File: config.mk
export PLATFORM = sky130hd
export DESIGN_NAME = alu_sweep_ctrl
export DESIGN_NICKNAME = d
export VERILOG_FILES = /design/src/rtl/alu_pkg.sv /design/src/rtl/alu_sweep_ctrl_res_bank.sv /design/src/rtl/alu_sweep_ctrl.sv
export SDC_FILE = /design/constraint.sdc
export NUM_CORES = 1
export LEC_CHECK = 0
export CORE_MARGIN = 2
export CORE_UTILIZATION = 40
export DETAILED_ROUTE_END_ITERATION = 10
export SETUP_SLACK_MARGIN = 0.5
export SLEW_MARGIN = 15
export SYNTH_ARGS = -nofsm -noshare
export SYNTH_HDL_FRONTEND = slang
export SYNTH_SLANG_ARGS = --single-unit
export TNS_END_PERCENT = 20
File: constraint.sdc
create_clock -name clk -period 2.1 [get_ports clk]
set_input_delay 0.42 -clock clk [delete_from_list [all_inputs] [get_ports clk]]
set_output_delay 0.42 -clock clk [all_outputs]
set_load 0.01 [all_outputs]
File: src/rtl/alu_pkg.sv
// Shared definitions for the Mini-ALU sweep controller: default widths,
// controller state encoding and the function-menu codes.
package alu_pkg;

  localparam int DEF_WIDTH   = 6;
  localparam int DEF_FXN_W   = 3;
  localparam int DEF_NUM_FXN = 8;

  typedef enum logic [1:0] {
    IDLE  = 2'd0,
    SWEEP = 2'd1,
    DRAIN = 2'd2
  } state_t;

  localparam logic [2:0] FXN_A      = 3'd0;
  localparam logic [2:0] FXN_B      = 3'd1;
  localparam logic [2:0] FXN_NEG_A  = 3'd2;
  localparam logic [2:0] FXN_NEG_B  = 3'd3;
  localparam logic [2:0] FXN_A_LT_B = 3'd4;
  localparam logic [2:0] FXN_XNOR   = 3'd5;
  localparam logic [2:0] FXN_ADD    = 3'd6;
  localparam logic [2:0] FXN_SUB    = 3'd7;

endpackage

File: src/rtl/alu_sweep_ctrl_res_bank.sv
// Result bank: one captured ALU result per function code, synchronous write,
// combinational read, cleared by the asynchronous reset.
module res_bank
  import alu_pkg::*;
#(
  parameter int WIDTH   = DEF_WIDTH,
  parameter int FXN_W   = DEF_FXN_W,
  parameter int NUM_FXN = DEF_NUM_FXN
) (
  input  logic             clk,
  input  logic             rst_n,
  input  logic             we,
  input  logic [FXN_W-1:0] waddr,
  input  logic [WIDTH-1:0] wdata,
  input  logic [FXN_W-1:0] raddr,
  output logic [WIDTH-1:0] rdata
);

  logic [WIDTH-1:0] mem_r [NUM_FXN];

  // Storage array with asynchronous clear.
  always_ff @(posedge clk or negedge rst_n) begin
    if (!rst_n) begin
      for (int i = 0; i < NUM_FXN; i++) begin
        mem_r[i] <= {WIDTH{1'b0}};
      end
    end else if (we) begin
      mem_r[waddr] <= wdata;
    end
  end

  assign rdata = mem_r[raddr];

endmodule

File: src/rtl/alu_sweep_ctrl.sv
// Sequencer for the Mini-ALU function menu: drives operands and function codes,
// captures each result into a bank, then streams the bank out on valid/ready.
module alu_sweep_ctrl
  import alu_pkg::*;
#(
  parameter int WIDTH   = DEF_WIDTH,
  parameter int FXN_W   = DEF_FXN_W,
  parameter int NUM_FXN = DEF_NUM_FXN
) (
  input  logic             clk,
  input  logic             rst_n,
  input  logic             start,
  input  logic             single,
  input  logic [FXN_W-1:0] fxn_sel,
  input  logic [WIDTH-1:0] a_in,
  input  logic [WIDTH-1:0] b_in,
  output logic [WIDTH-1:0] alu_a,
  output logic [WIDTH-1:0] alu_b,
  output logic [FXN_W-1:0] alu_fxn,
  input  logic [WIDTH-1:0] alu_x,
  output logic             res_valid,
  input  logic             res_ready,
  output logic [FXN_W-1:0] res_fxn,
  output logic [WIDTH-1:0] res_data,
  output logic             busy,
  output logic             done
);

  localparam int CNT_W = FXN_W + 1;
  localparam logic [FXN_W-1:0] LAST_FXN = FXN_W'(NUM_FXN - 1);

  state_t             state_r, state_s;
  logic               mode_r, mode_s;
  logic [CNT_W-1:0]   cnt_r, cnt_s;
  logic [FXN_W-1:0]   rd_idx_r, rd_idx_s;
  logic [WIDTH-1:0]   alu_a_s, alu_b_s, res_data_s, bank_rdata_s, rd_data_s;
  logic [FXN_W-1:0]   alu_fxn_s, res_fxn_s;
  logic               res_valid_s, busy_s, done_s, we_s, load_res_s;

  res_bank #(.WIDTH(WIDTH), .FXN_W(FXN_W), .NUM_FXN(NUM_FXN)) u_bank (
    .clk   (clk),
    .rst_n (rst_n),
    .we    (we_s),
    .waddr (alu_fxn),
    .wdata (alu_x),
    .raddr (rd_idx_s),
    .rdata (bank_rdata_s)
  );

  // Next-state, capture and handshake decisions.
  always_comb begin
    state_s     = state_r;
    mode_s      = mode_r;
    cnt_s       = cnt_r;
    rd_idx_s    = rd_idx_r;
    alu_a_s     = alu_a;
    alu_b_s     = alu_b;
    alu_fxn_s   = alu_fxn;
    res_valid_s = res_valid;
    done_s      = 1'b0;
    we_s        = 1'b0;
    load_res_s  = 1'b0;
    case (state_r)
      IDLE: begin
        res_valid_s = 1'b0;
        if (start) begin
          alu_a_s   = a_in;
          alu_b_s   = b_in;
          mode_s    = single;
          alu_fxn_s = single ? fxn_sel : {FXN_W{1'b0}};
          rd_idx_s  = single ? fxn_sel : {FXN_W{1'b0}};
          cnt_s     = single ? CNT_W'(1) : CNT_W'(NUM_FXN);
          state_s   = SWEEP;
        end else begin
          state_s = IDLE;
        end
      end
      SWEEP: begin
        we_s = 1'b1;
        if (mode_r || (alu_fxn == LAST_FXN)) begin
          state_s     = DRAIN;
          res_valid_s = 1'b1;
          load_res_s  = 1'b1;
        end else begin
          state_s = SWEEP;
        end
        if (mode_r) begin
          alu_fxn_s = alu_fxn;
        end else begin
          alu_fxn_s = alu_fxn + FXN_W'(1);
        end
      end
      DRAIN: begin
        res_valid_s = 1'b1;
        if (res_ready) begin
          cnt_s    = cnt_r - CNT_W'(1);
          rd_idx_s = rd_idx_r + FXN_W'(1);
          if (cnt_r == CNT_W'(1)) begin
            state_s     = IDLE;
            res_valid_s = 1'b0;
            done_s      = 1'b1;
          end else begin
            load_res_s = 1'b1;
          end
        end else begin
          state_s = DRAIN;
        end
      end
      default: begin
        state_s     = IDLE;
        res_valid_s = 1'b0;
      end
    endcase
    busy_s = (state_s != IDLE);
  end

  // Presented result; bypass covers the single-mode entry edge, where the
  // entry being read is being written in the same cycle.
  always_comb begin
    rd_data_s = bank_rdata_s;
    if (we_s && (alu_fxn == rd_idx_s)) begin
      rd_data_s = alu_x;
    end else begin
      rd_data_s = bank_rdata_s;
    end
    if (load_res_s) begin
      res_fxn_s  = rd_idx_s;
      res_data_s = rd_data_s;
    end else begin
      res_fxn_s  = res_fxn;
      res_data_s = res_data;
    end
  end

  // State and registered outputs.
  always_ff @(posedge clk or negedge rst_n) begin
    if (!rst_n) begin
      state_r   <= IDLE;
      mode_r    <= 1'b0;
      cnt_r     <= {CNT_W{1'b0}};
      rd_idx_r  <= {FXN_W{1'b0}};
      alu_a     <= {WIDTH{1'b0}};
      alu_b     <= {WIDTH{1'b0}};
      alu_fxn   <= {FXN_W{1'b0}};
      res_valid <= 1'b0;
      res_fxn   <= {FXN_W{1'b0}};
      res_data  <= {WIDTH{1'b0}};
      busy      <= 1'b0;
      done      <= 1'b0;
    end else begin
      state_r   <= state_s;
      mode_r    <= mode_s;
      cnt_r     <= cnt_s;
      rd_idx_r  <= rd_idx_s;
      alu_a     <= alu_a_s;
      alu_b     <= alu_b_s;
      alu_fxn   <= alu_fxn_s;
      res_valid <= res_valid_s;
      res_fxn   <= res_fxn_s;
      res_data  <= res_data_s;
      busy      <= busy_s;
      done      <= done_s;
    end
  end

endmodule

==> results of run 1 <==
==> cell families after synthesis <==
logic type / after synthesis
multiplexers: 87
adder cells (fa/ha/maj): 9
flip-flops: 85
AND/OR/NAND/NOR: 75
AO/OA/AOI/OAI: 60
XOR/XNOR: 5
buffers and inverters: 34
==> power groups by stage <==
stage / clock network (µW) / registers, µW / logic (µW)
floorplan: 0 / 2950 / 2740
global placement: 0 / 2930 / 4020
detailed placement: 0 / 2940 / 4140
CTS: 1100 / 2900 / 4720
global route: 1180 / 3020 / 5390
finish: 1090 / 2920 / 4970
==> metal layers <==
metal | vias up | global-route usage (%) | part of all wire [%]
met3 | 16 | 2.45 | 1.9
li1 | 1466 | - | -
met1 | 1491 | 26.9 | 49
met5 | - | 0 | 0
met2 | 34 | 29.6 | 47
met4 | 0 | 8.07 | 2.3
==> final cells by class <==
cell class / count / area, µm²
well taps: 136 / 170
fillers: 895 / 4500
repair buffers: 114 / 1100
clock buffers: 12 / 155
flip-flops and latches: 85 / 2130
multi-input cells: 236 / 2150
inverters: 13 / 48.8
clock inverters: 3 / 21.3
==> state kept, by name (all words and copies together) (netlist names) <==
signal,flops
u_bank.mem_r,48
busy,1
cnt_r,4
res_fxn,3
alu_fxn,3
alu_a,6
mode_r,1
state_r,2
done,1
alu_b,6
res_data,6
res_valid,1
rd_idx_r,3
==> synthesized netlist by cell type (all sizes together) (3+ instances only) <==
master and n:
nand3 6, mux2 44, a21oi 8, mux2i 43, nand4 4, dfrtp 85
nand4b 3, nand2 38, o221ai 5, nor3b 3, nor3 4, buf 11
ha 9, clkbuf 10, xor2 3, o21ai 32, nor2 8, inv 13
==> worst max-delay path by stage <==
stage | start | end | depth (start not counted)
floorplan | state_r[0]$_DFF_PN0_ | res_data[0]$_DFFE_PN0P_ | 11
global placement | res_ready | res_data[1]$_DFFE_PN0P_ | 8
detailed placement | res_ready | res_data[5]$_DFFE_PN0P_ | 8
CTS | state_r[1]$_DFF_PN0_ | res_data[5]$_DFFE_PN0P_ | 10
global route | state_r[1]$_DFF_PN0_ | res_data[4]$_DFFE_PN0P_ | 10
finish | state_r[1]$_DFF_PN0_ | res_data[3]$_DFFE_PN0P_ | 10
==> placed cells by master (no fill, tap or decap), types with 4 or more instances in the layout <==
cell type,n
nand2_1,35
ha_4,6
nor2_1,8
mux2_4,21
mux2_2,23
nand3_1,5
o221ai_2,5
dlygate4sd2_1,26
a21oi_1,8
buf_6,17
nand4_1,4
clkdlybuf4s50_1,22
dfrtp_1,82
clkbuf_8,11
mux2i_1,41
buf_12,4
inv_1,10
o21ai_0,27
o21ai_1,4
buf_4,38
==> through the flow <==
step           std cells  instance area [µm²]  utilization [%]
4_1_cts              593                 5630             54.8
2_1_floorplan        355                 4290                -
3_5_place_dp         559                 5140             50.0
5_1_grt              599                 5780             56.2
3_3_place_gp         559                 5140             50.0
6_report             599                 5780             56.2
==> timing repair <==
item,CTS,global route
endpoints found under the setup margin,77,72
pin swaps,11,13
cloned,2,1
hold buffers,0,0
buffers inserted,17,5
resized for setup,90,19
==> impl_results.md, run 1 <==
- CTS Buf Count: 9
- Drt first-iter violations: 140
- FFs w/ async S/R, synth: between 90% and 100%
- Largest family of logic cells by synthesized area: multiplexers
- CP Launch Type: register
- Final nets: between 400 and 500
- Initial Util: just over 40%
- Synth top area share: between 50% and 60%
- Setup WS post-layout: -0.124 ns
- Worst-Skew Late Latency: 0.37 ns
- Worst IR drop on VDD: around 0.56 mV
- Power share of the clock group: between 10 and 15%
- Sequential fraction of design power: 32.5%
- Rel. slew slack: 60.4%
- Mux contribution to synthesized area: between 20% and 30%
- Distinct cells, synth: between 50 and 60
- FF+latch count, synth: 85
- DRT antenna net count: 0
- Max incr delay on CP: between 0.4 and 0.5 ns
- Mapped Nets: between 300 and 400
- RR Endpoint: res_data[3]$_DFFE_PN0P_
- FF-to-FF setup slack: -0.12 ns
- Net Sw Power: roughly 3300 µW
- Top fanout value on the critical path: 7
- Row cnt: 37
- Layout area overhead: 37.4%
- Total of max-cap violations: 0
- Achievable frequency: between 400 and 500 MHz
- Register area share after synthesis: roughly half
- Crit share post-route: 106%
- First-pass GRT wire length: between 15 and 20 mm
- Outcome: finished with violations
- Placer Congestion: a little over 0.8
- WL final: just over 10 mm
- HP Class: input pin to async pin
- Routed vias/inst: 5.02
- Num ports: between 50 and 60
- Post-Synth XOR/XNOR Area: ~1.4%
- # setup viols final: 6
- CTS sink cnt: between 80 and 90
- Leak: 0.00270 µW
- Synth Instances: 355
- Synth area leaders: dfrtp_1, mux2_2, mux2i_1, o21ai_0, nand2_1
- Failing checks: negative setup slack
- Number of synthesized flops with an enable pin: 0
- Worst R2R Path Depth: 10
- DR DRC count: 0
- Worst EP arrival: approximately 2.5 ns
- GRT Residual Overflow: 0
- Initial DRT Pass Iterations: 6
- Crit path time final: ~2.2 ns
- Hpwl dp: approximately 7 mm
- Hold Slack: 0.0501 ns
- Core Area: 10300 µm²
- Bufs on Longest Clock Path: 2
- Hold Fails Final Rpt: 0
- Area share of and/or/nand/nor cells after synthesis: a little under a tenth
- Number of antenna violations at the first check in global routing: 0
- Clock Skews: between 0.01 and 0.015 ns
- Combinational share of power: a little under three fifths
- Reg clk slew, reported paths: roughly 0.09 ns
- Setup CP Type: register to register
- Largest net degree at the start of global routing: 46
- Power Total: between 8000 and 9000 µW
- Unrepaired setup endpoints after global routing: true
- Post-Synth Adder-Cell Area: approximately 2.7%
- CP Buf/Inv Count: 4
- # H-tree levels: 3
- Root buf cell: clkbuf_8
- Worst path required time: roughly 2.4 ns
- Syn Area/Cell: around 12 µm²
- Vias: between 3000 and 4000
- Number of global-route vias before repair: approximately 3200
- GRT Overall Usage: between 10% and 20%
- Worst path cell trace: buf_4 > ha_4 > buf_4 > a221oi_4 > buf_4 > clkbuf_16 > mux2i_1 > mux2i_1 > mux2i_1 > o221ai_2
- Compound-Gate Fraction of Synth Area: under 10%
- CP max stage cell: dfrtp_1
- CTS tree: built
- Diode count: 0
- Cell Int Power: approximately 5600 µW
- Die height: 107 µm
- Port Buffers: 52
- Crit end category: register
- Worst r2r src: state_r[1]$_DFF_PN0_
- Top cell type by total area after synthesis: dfrtp_1
- Pre-CTS WS: -0.403 ns
- Cell area power density: roughly 1600 nW/µm²
- Syn Std Cell Area: 4210 µm²
- Cell family with most CP delay: buffers and inverters
- Ys flop type: dfrtp_1
- Wire length per cell: 16.8 µm
- Ys Warns: 0
- Worst-Margin Slew: 0.594 ns
- Share of cells above drive strength 1: a little over a third
- Die X: 107 µm
- Setup tns final: -0.666 ns
- Max-slew violations: 0
- Die ar.: 11400 µm²
- Switching Share: ~37%
(Power assumes the default switching activity.)
==> run 2: changes to the inputs <==
--- a/config.mk
+++ b/config.mk
@@ -8,6 +8,7 @@
 export CORE_MARGIN = 2
 export CORE_UTILIZATION = 40
 export DETAILED_ROUTE_END_ITERATION = 10
+export MAX_ROUTING_LAYER = met4
 export SETUP_SLACK_MARGIN = 0.5
 export SLEW_MARGIN = 15
 export SYNTH_ARGS = -nofsm -noshare
==> run 2 against run 1 <==
Compared with the run above: critical endpoint is now res_data[0]$_DFFE_PN0P_; sequential share of layout area is 0.16 points lower; highest routed layer unchanged; via count is 1.3% higher; the flow still finishes with violations (negative setup slack); register-to-register slack hardly changed; worst hold slack better by 0.0033 ns; largest cell class unchanged.
==> impl_results.md, run 2 (synthesis results as in run 1) <==
- Crit end category: register (unchanged)
- Die X: 107 µm (unchanged)
- Number of antenna violations at the first check in global routing: 0 (unchanged)
- FF-to-FF setup slack: -0.12 ns (about the same)
- # H-tree levels: 3 (unchanged)
- HP Class: input pin to async pin (unchanged)
- Port Buffers: 52 (unchanged)
- Placer Congestion: 0.818 (was 0.807)
- Leak: 0.00271 µW (was 0.00270 µW)
- # setup viols final: 6 (unchanged)
- GRT Overall Usage: 19.6% (was 19.1%)
- Diode count: 0 (unchanged)
- Hpwl dp: 6.80 mm (unchanged)
- Vias: 3047 (was 3007)
- Top fanout value on the critical path: 7 (unchanged)
- Total of max-cap violations: 0 (unchanged)
- Routed vias/inst: 5.08 (was 5.02)
- Reg clk slew, reported paths: 0.09 ns (about the same)
- Row cnt: 37 (unchanged)
- Crit path time final: 2.22 ns (about the same)
- Hold Fails Final Rpt: 0 (unchanged)
- Achievable frequency: 450 MHz (about the same)
- Rel. slew slack: 60.7% (was 60.4%)
- Worst-Margin Slew: 0.589 ns (was 0.594 ns)
- Outcome: finished with violations (unchanged)
- Share of cells above drive strength 1: 35.3% (was 35.2%)
- Power Total: 9050 µW (was 8980 µW)
- Finished Layout Cells: 600 (was 599)
- Wire length per cell: 17.1 µm (was 16.8 µm)
- Finished layout cell area: 5810 µm² (was 5780 µm²)
- Worst-Skew Late Latency: 0.36 ns (was 0.37 ns)
- Die height: 107 µm (unchanged)
- Worst EP arrival: 2.47 ns (about the same)
- GRT Residual Overflow: 0 (unchanged)
- Setup CP Type: register to register (unchanged)
- Failing checks: negative setup slack (unchanged)
- Worst IR drop on VDD: 0.556 mV (about the same)
- Die ar.: 11400 µm² (unchanged)
- Num ports: 53 (unchanged)
- First-pass GRT wire length: 16.8 mm (about the same)
- Setup WS post-layout: -0.121 ns (was -0.124 ns)
- Initial DRT Pass Iterations: 5 (was 6)
- Placed cells: 559 (unchanged)
- Hold Slack: 0.0533 ns (was 0.0501 ns)
- Cell area power density: 1560 nW/µm² (was 1550 nW/µm²)
- Most frequent cells in the layout: dfrtp_1, mux2i_1, buf_4 (unchanged)
- Area of the multi-input gates: 2150 µm² (about the same)
- CTS sink cnt: 85 (unchanged)
- Root buf cell: clkbuf_8 (unchanged)
- Area after DPL: 5140 µm² (unchanged)
- Drt first-iter violations: 145 (was 140)
- Bufs on Longest Clock Path: 2 (unchanged)
- Initial Util: 40.9% (unchanged)
- FF/Latch Area: 2130 µm² (unchanged)
- Worst path required time: 2.35 ns (about the same)
- Max-slew violations: 0 (unchanged)
- CTS tree: built (unchanged)
- Worst R2R Path Depth: 10 (unchanged)
- CTS Buf Count: 9 (unchanged)
- Crit share post-route: 106% (about the same)
- DR DRC count: 0 (unchanged)
- Layout area overhead: 38.0% (was 37.4%)
- DRT antenna net count: 0 (unchanged)
- Unrepaired setup endpoints after global routing: true (unchanged)
- Largest Register: u_bank.mem_r (unchanged)
- Clock Skews: 0.0113 ns (was 0.0145 ns)
- RR Endpoint: res_data[0]$_DFFE_PN0P_ (was res_data[3]$_DFFE_PN0P_)
- Max reg flops: 48 (unchanged)
- Fillers: 888 (was 895)
- Number of global-route vias before repair: 3170 (was 3159)
- Worst r2r src: state_r[1]$_DFF_PN0_ (unchanged)
- Final nets: 495 (was 494)
- Core Area: 10300 µm² (unchanged)
- WL final: 10.2 mm (was 10.1 mm)
- CP Launch Type: register (unchanged)
- Most common cell after layout, fill and taps aside: dfrtp_1 (unchanged)
- Largest net degree at the start of global routing: 46 (unchanged)
## run 2: critical path: stages, from the launching register on
cell and delay [ns]:
dfrtp_1 0.41, buf_4 0.15, ha_4 0.17, buf_4 0.14, a221oi_4 0.29, buf_6 0.17
clkbuf_16 0.16, mux2i_1 0.21, mux2i_1 0.10, mux2i_1 0.20, o221ai_2 0.11
## run 2: layout make-up
type	count	area share (%)
clock buffer	12	2.67
clock inverter	3	0.366
inverter	13	0.841
multi-input combinational	236	37.0
sequential	85	36.7
tap	136	2.93
timing repair buffer	115	19.5
## run 2: worst max path at each step
stage	startpoint	end	slack (ns)
6_report	state_r[1]$_DFF_PN0_	res_data[0]$_DFFE_PN0P_	-0.12
5_1_grt	state_r[1]$_DFF_PN0_	res_data[4]$_DFFE_PN0P_	-0.21
4_1_cts	state_r[1]$_DFF_PN0_	res_data[5]$_DFFE_PN0P_	-0.11
3_5_place_dp	res_ready	res_data[5]$_DFFE_PN0P_	-0.40
3_3_place_gp	res_ready	res_data[1]$_DFFE_PN0P_	-0.37
2_1_floorplan	state_r[0]$_DFF_PN0_	res_data[0]$_DFFE_PN0P_	0.02
## run 2: what timing repair did
item                       4_1_cts  5_1_grt
gates resized for setup         90       19
setup endpoints to repair       77       72
pin swaps                       11       13
hold endpoints to repair         0        0
setup buffers                   17        5
gates cloned                     2        2
hold buffers                     0        0
## run 2: per-stage QoR
stage	TNS, ns	setup WS (ns)	utilization [%]
after floorplan	0	0.0199	-
final	-0.613	-0.121	56.5
after global routing	-1.21	-0.214	56.5
after CTS	-0.562	-0.106	54.8
after global placement	-2.17	-0.365	50.0
after detailed placement	-2.42	-0.403	50.0
## run 2: where the power goes
group	internal (µW)	switching [µW]
combinational	2760	2290
clock	489	592
sequential	2440	480
## run 2: metal layers
layer	up-vias	global-route usage (%)	wire, µm
li1	1466	-	-
met1	1522	26.9	4940
met2	40	29.6	4850
met3	19	2.39	199
met4	0	8.07	242
met5	-	-	0
==> run 3: changes to the inputs <==
--- a/config.mk
+++ b/config.mk
@@ -6,7 +6,7 @@
 export NUM_CORES = 1
 export LEC_CHECK = 0
 export CORE_MARGIN = 2
-export CORE_UTILIZATION = 40
+export CORE_UTILIZATION = 37
 export DETAILED_ROUTE_END_ITERATION = 10
 export MAX_ROUTING_LAYER = met4
 export SETUP_SLACK_MARGIN = 0.5
==> run 3 against run 2 <==
Compared with the run above: sequential power about the same; via count about the same; design area increased by 3.5%; critical path depth unchanged; global-route usage decreased by 2.0 points; largest power group unchanged; die area increased by 7.8%; utilization decreased by 1.8 points; the flow still finishes with violations (negative setup slack).
==> impl_results.md, run 3 (synthesis results as in run 1) <==
- Largest Register: u_bank.mem_r (unchanged)
- DRT antenna net count: 0 (unchanged)
- Area of the multi-input gates: 2150 µm² (about the same)
- FF-to-FF setup slack: -0.13 ns (was -0.12 ns)
- Crit path time final: 2.23 ns (was 2.22 ns)
- Setup tns final: -0.627 ns (was -0.613 ns)
- WL final: 10.2 mm (about the same)
- Top fanout value on the critical path: 7 (unchanged)
- Layout area overhead: 42.8% (was 38.0%)
- Routed vias/inst: 5.04 (was 5.08)
- Most frequent cells in the layout: dfrtp_1, mux2i_1, buf_4 (unchanged)
- CTS sink cnt: 85 (unchanged)
- Die height: 111 µm (was 107 µm)
- Diode count: 0 (unchanged)
- FF/Latch Area: 2130 µm² (about the same)
- Worst-Margin Slew: 0.518 ns (was 0.589 ns)
- GRT Residual Overflow: 0 (unchanged)
- # setup viols final: 6 (unchanged)
- Port Buffers: 52 (unchanged)
- Outcome: finished with violations (unchanged)
- CTS tree: built (unchanged)
- GRT Overall Usage: 17.6% (was 19.6%)
- Initial Util: 38.3% (was 40.9%)
- Achievable frequency: 449 MHz (was 450 MHz)
- Fillers: 904 (was 888)
- Largest net degree at the start of global routing: 40 (was 46)
- Vias: 3048 (was 3047)
- Num ports: 53 (unchanged)
- Setup CP Type: register to register (unchanged)
- Root buf cell: clkbuf_16 (was clkbuf_8)
- DR DRC count: 0 (unchanged)
- Failing checks: negative setup slack (unchanged)
- Worst Setup EP: res_data[2]$_DFFE_PN0P_ (was res_data[0]$_DFFE_PN0P_)
- Leak: 0.00279 µW (was 0.00271 µW)
- Number of antenna violations at the first check in global routing: 0 (unchanged)
- Rel. slew slack: 65.5% (was 60.7%)
- Cell area power density: 1640 nW/µm² (was 1560 nW/µm²)
- Placer Congestion: 0.791 (was 0.818)
- Total of max-cap violations: 0 (unchanged)
- Worst EP arrival: 2.45 ns (was 2.47 ns)
- Cts hold-fix bufs: 0 (unchanged)
- Hold Slack: 0.0502 ns (was 0.0533 ns)
- Hold Fails Final Rpt: 0 (unchanged)
- Number of global-route vias before repair: 3181 (was 3170)
- Most common cell after layout, fill and taps aside: dfrtp_1 (unchanged)
- Unrepaired setup endpoints after global routing: true (unchanged)
- Crit share post-route: 106% (about the same)
- HP Class: input pin to async pin (unchanged)
- Crit end category: register (unchanged)
- Worst IR drop on VDD: 0.635 mV (was 0.556 mV)
- Worst r2r src: state_r[0]$_DFF_PN0_ (was state_r[1]$_DFF_PN0_)
- Reg clk slew, reported paths: 0.07 ns (was 0.09 ns)
- CTS Buf Count: 9 (unchanged)
- Die ar.: 12200 µm² (was 11400 µm²)
- Share of cells above drive strength 1: 36.6% (was 35.3%)
- Drt first-iter violations: 141 (was 145)
- Initial DRT Pass Iterations: 4 (was 5)
- Setup WS post-layout: -0.127 ns (was -0.121 ns)
- Row cnt: 38 (was 37)
- CP Launch Type: register (unchanged)
- Final nets: 495 (unchanged)
- # H-tree levels: 3 (unchanged)
- Clock Skews: 0.00552 ns (was 0.0113 ns)
- Worst R2R Path Depth: 10 (unchanged)
- Worst path required time: 2.33 ns (was 2.35 ns)
- Crit path launch: state_r[0]$_DFF_PN0_ (was state_r[1]$_DFF_PN0_)
- Core Area: 11000 µm² (was 10300 µm²)
- Bufs on Longest Clock Path: 2 (unchanged)
- RR Endpoint: res_data[2]$_DFFE_PN0P_ (was res_data[0]$_DFFE_PN0P_)
- Wire length per cell: 16.8 µm (was 17.1 µm)
- Max-slew violations: 0 (unchanged)
- Die X: 111 µm (was 107 µm)
- Max reg flops: 48 (unchanged)
- Worst-Skew Late Latency: 0.34 ns (was 0.36 ns)
- Hpwl dp: 6.73 mm (was 6.80 mm)
- First-pass GRT wire length: 16.7 mm (was 16.8 mm)
[run 3: cell count changes in the layout (fill, tap and decap cells not counted), sizes merged]
| cell | before | now |
|---|---|---|
| clkdlybuf4s50 | 22 | 21 |
| clkinvlp | 1 | 0 |
| dlymetal6s2s | 0 | 2 |
| dlygate4sd2 | 26 | 27 |
| inv | 13 | 17 |
| clkbuf | 15 | 11 |
| clkinv | 2 | 0 |
| bufinv | 0 | 3 |
| buf | 64 | 63 |
[run 3: layer usage]
| metal | up-vias | track usage, % | wire [µm] |
|---|---|---|---|
| met2 | 39 | 27.1 | 4920 |
| met3 | 13 | 4.01 | 262 |
| met1 | 1522 | 23.0 | 4780 |
| li1 | 1474 | - | - |
| met5 | - | - | 0 |
| met4 | 0 | 6.25 | 203 |
[run 3: worst max-delay path, stage by stage (launching register included)]
cell      delay, ns
dfrtp_1        0.37
inv_2          0.08
ha_4           0.19
mux2i_4        0.20
a221oi_4       0.32
buf_4          0.17
buf_12         0.14
mux2i_1        0.23
mux2i_1        0.10
mux2i_1        0.20
o221ai_2       0.11
[run 3: timing repair]
item,4_1_cts,5_1_grt
pin swaps,13,9
buffers inserted,12,6
setup endpoints to repair,90,69
gates resized for setup,62,30
cloned,2,2
[run 3: final cells by class]
class                      count  area share, %
multi-input combinational    236           35.8
tap                          140           2.92
sequential                    85           35.5
inverter                      13          0.812
timing repair buffer         115           19.1
clock inverter                 7           2.12
clock buffer                   9           3.75
[run 3: worst min path at each step]
| stage | to | slack, ns | cells after the start |
|---|---|---|---|
| detailed placement | alu_b[1]$_DFFE_PN0P_ | 0.43 | 1 |
| global placement | alu_b[1]$_DFFE_PN0P_ | 0.43 | 1 |
| finish | alu_a[5]$_DFFE_PN0P_ | 0.05 | 1 |
| CTS | alu_b[1]$_DFFE_PN0P_ | 0.06 | 1 |
| global route | alu_b[1]$_DFFE_PN0P_ | 0.08 | 1 |
| floorplan | alu_a[0]$_DFFE_PN0P_ | 0.12 | 0 |
[run 3: power by group]
group / internal (µW) / switching (µW) / total [µW] / leakage, µW
clock: 1180 / 703 / 1890 / 0.000173
sequential: 2440 / 488 / 2930 / 0.00103
combinational: 2740 / 2300 / 5050 / 0.00158
total: 6370 / 3490 / 9860 / 0.00279
[run 3: stage by stage]
stage	utilization, %	instances	power (µW)	area (µm²)	worst slack (ns)
floorplan	-	355	5690	4290	0.0199
global route	54.7	605	10500	6010	-0.253
CTS	52.6	597	9420	5780	-0.109
detailed placement	47.2	567	7110	5180	-0.372
finish	54.7	605	9860	6010	-0.127
global placement	47.2	567	6980	5180	-0.324
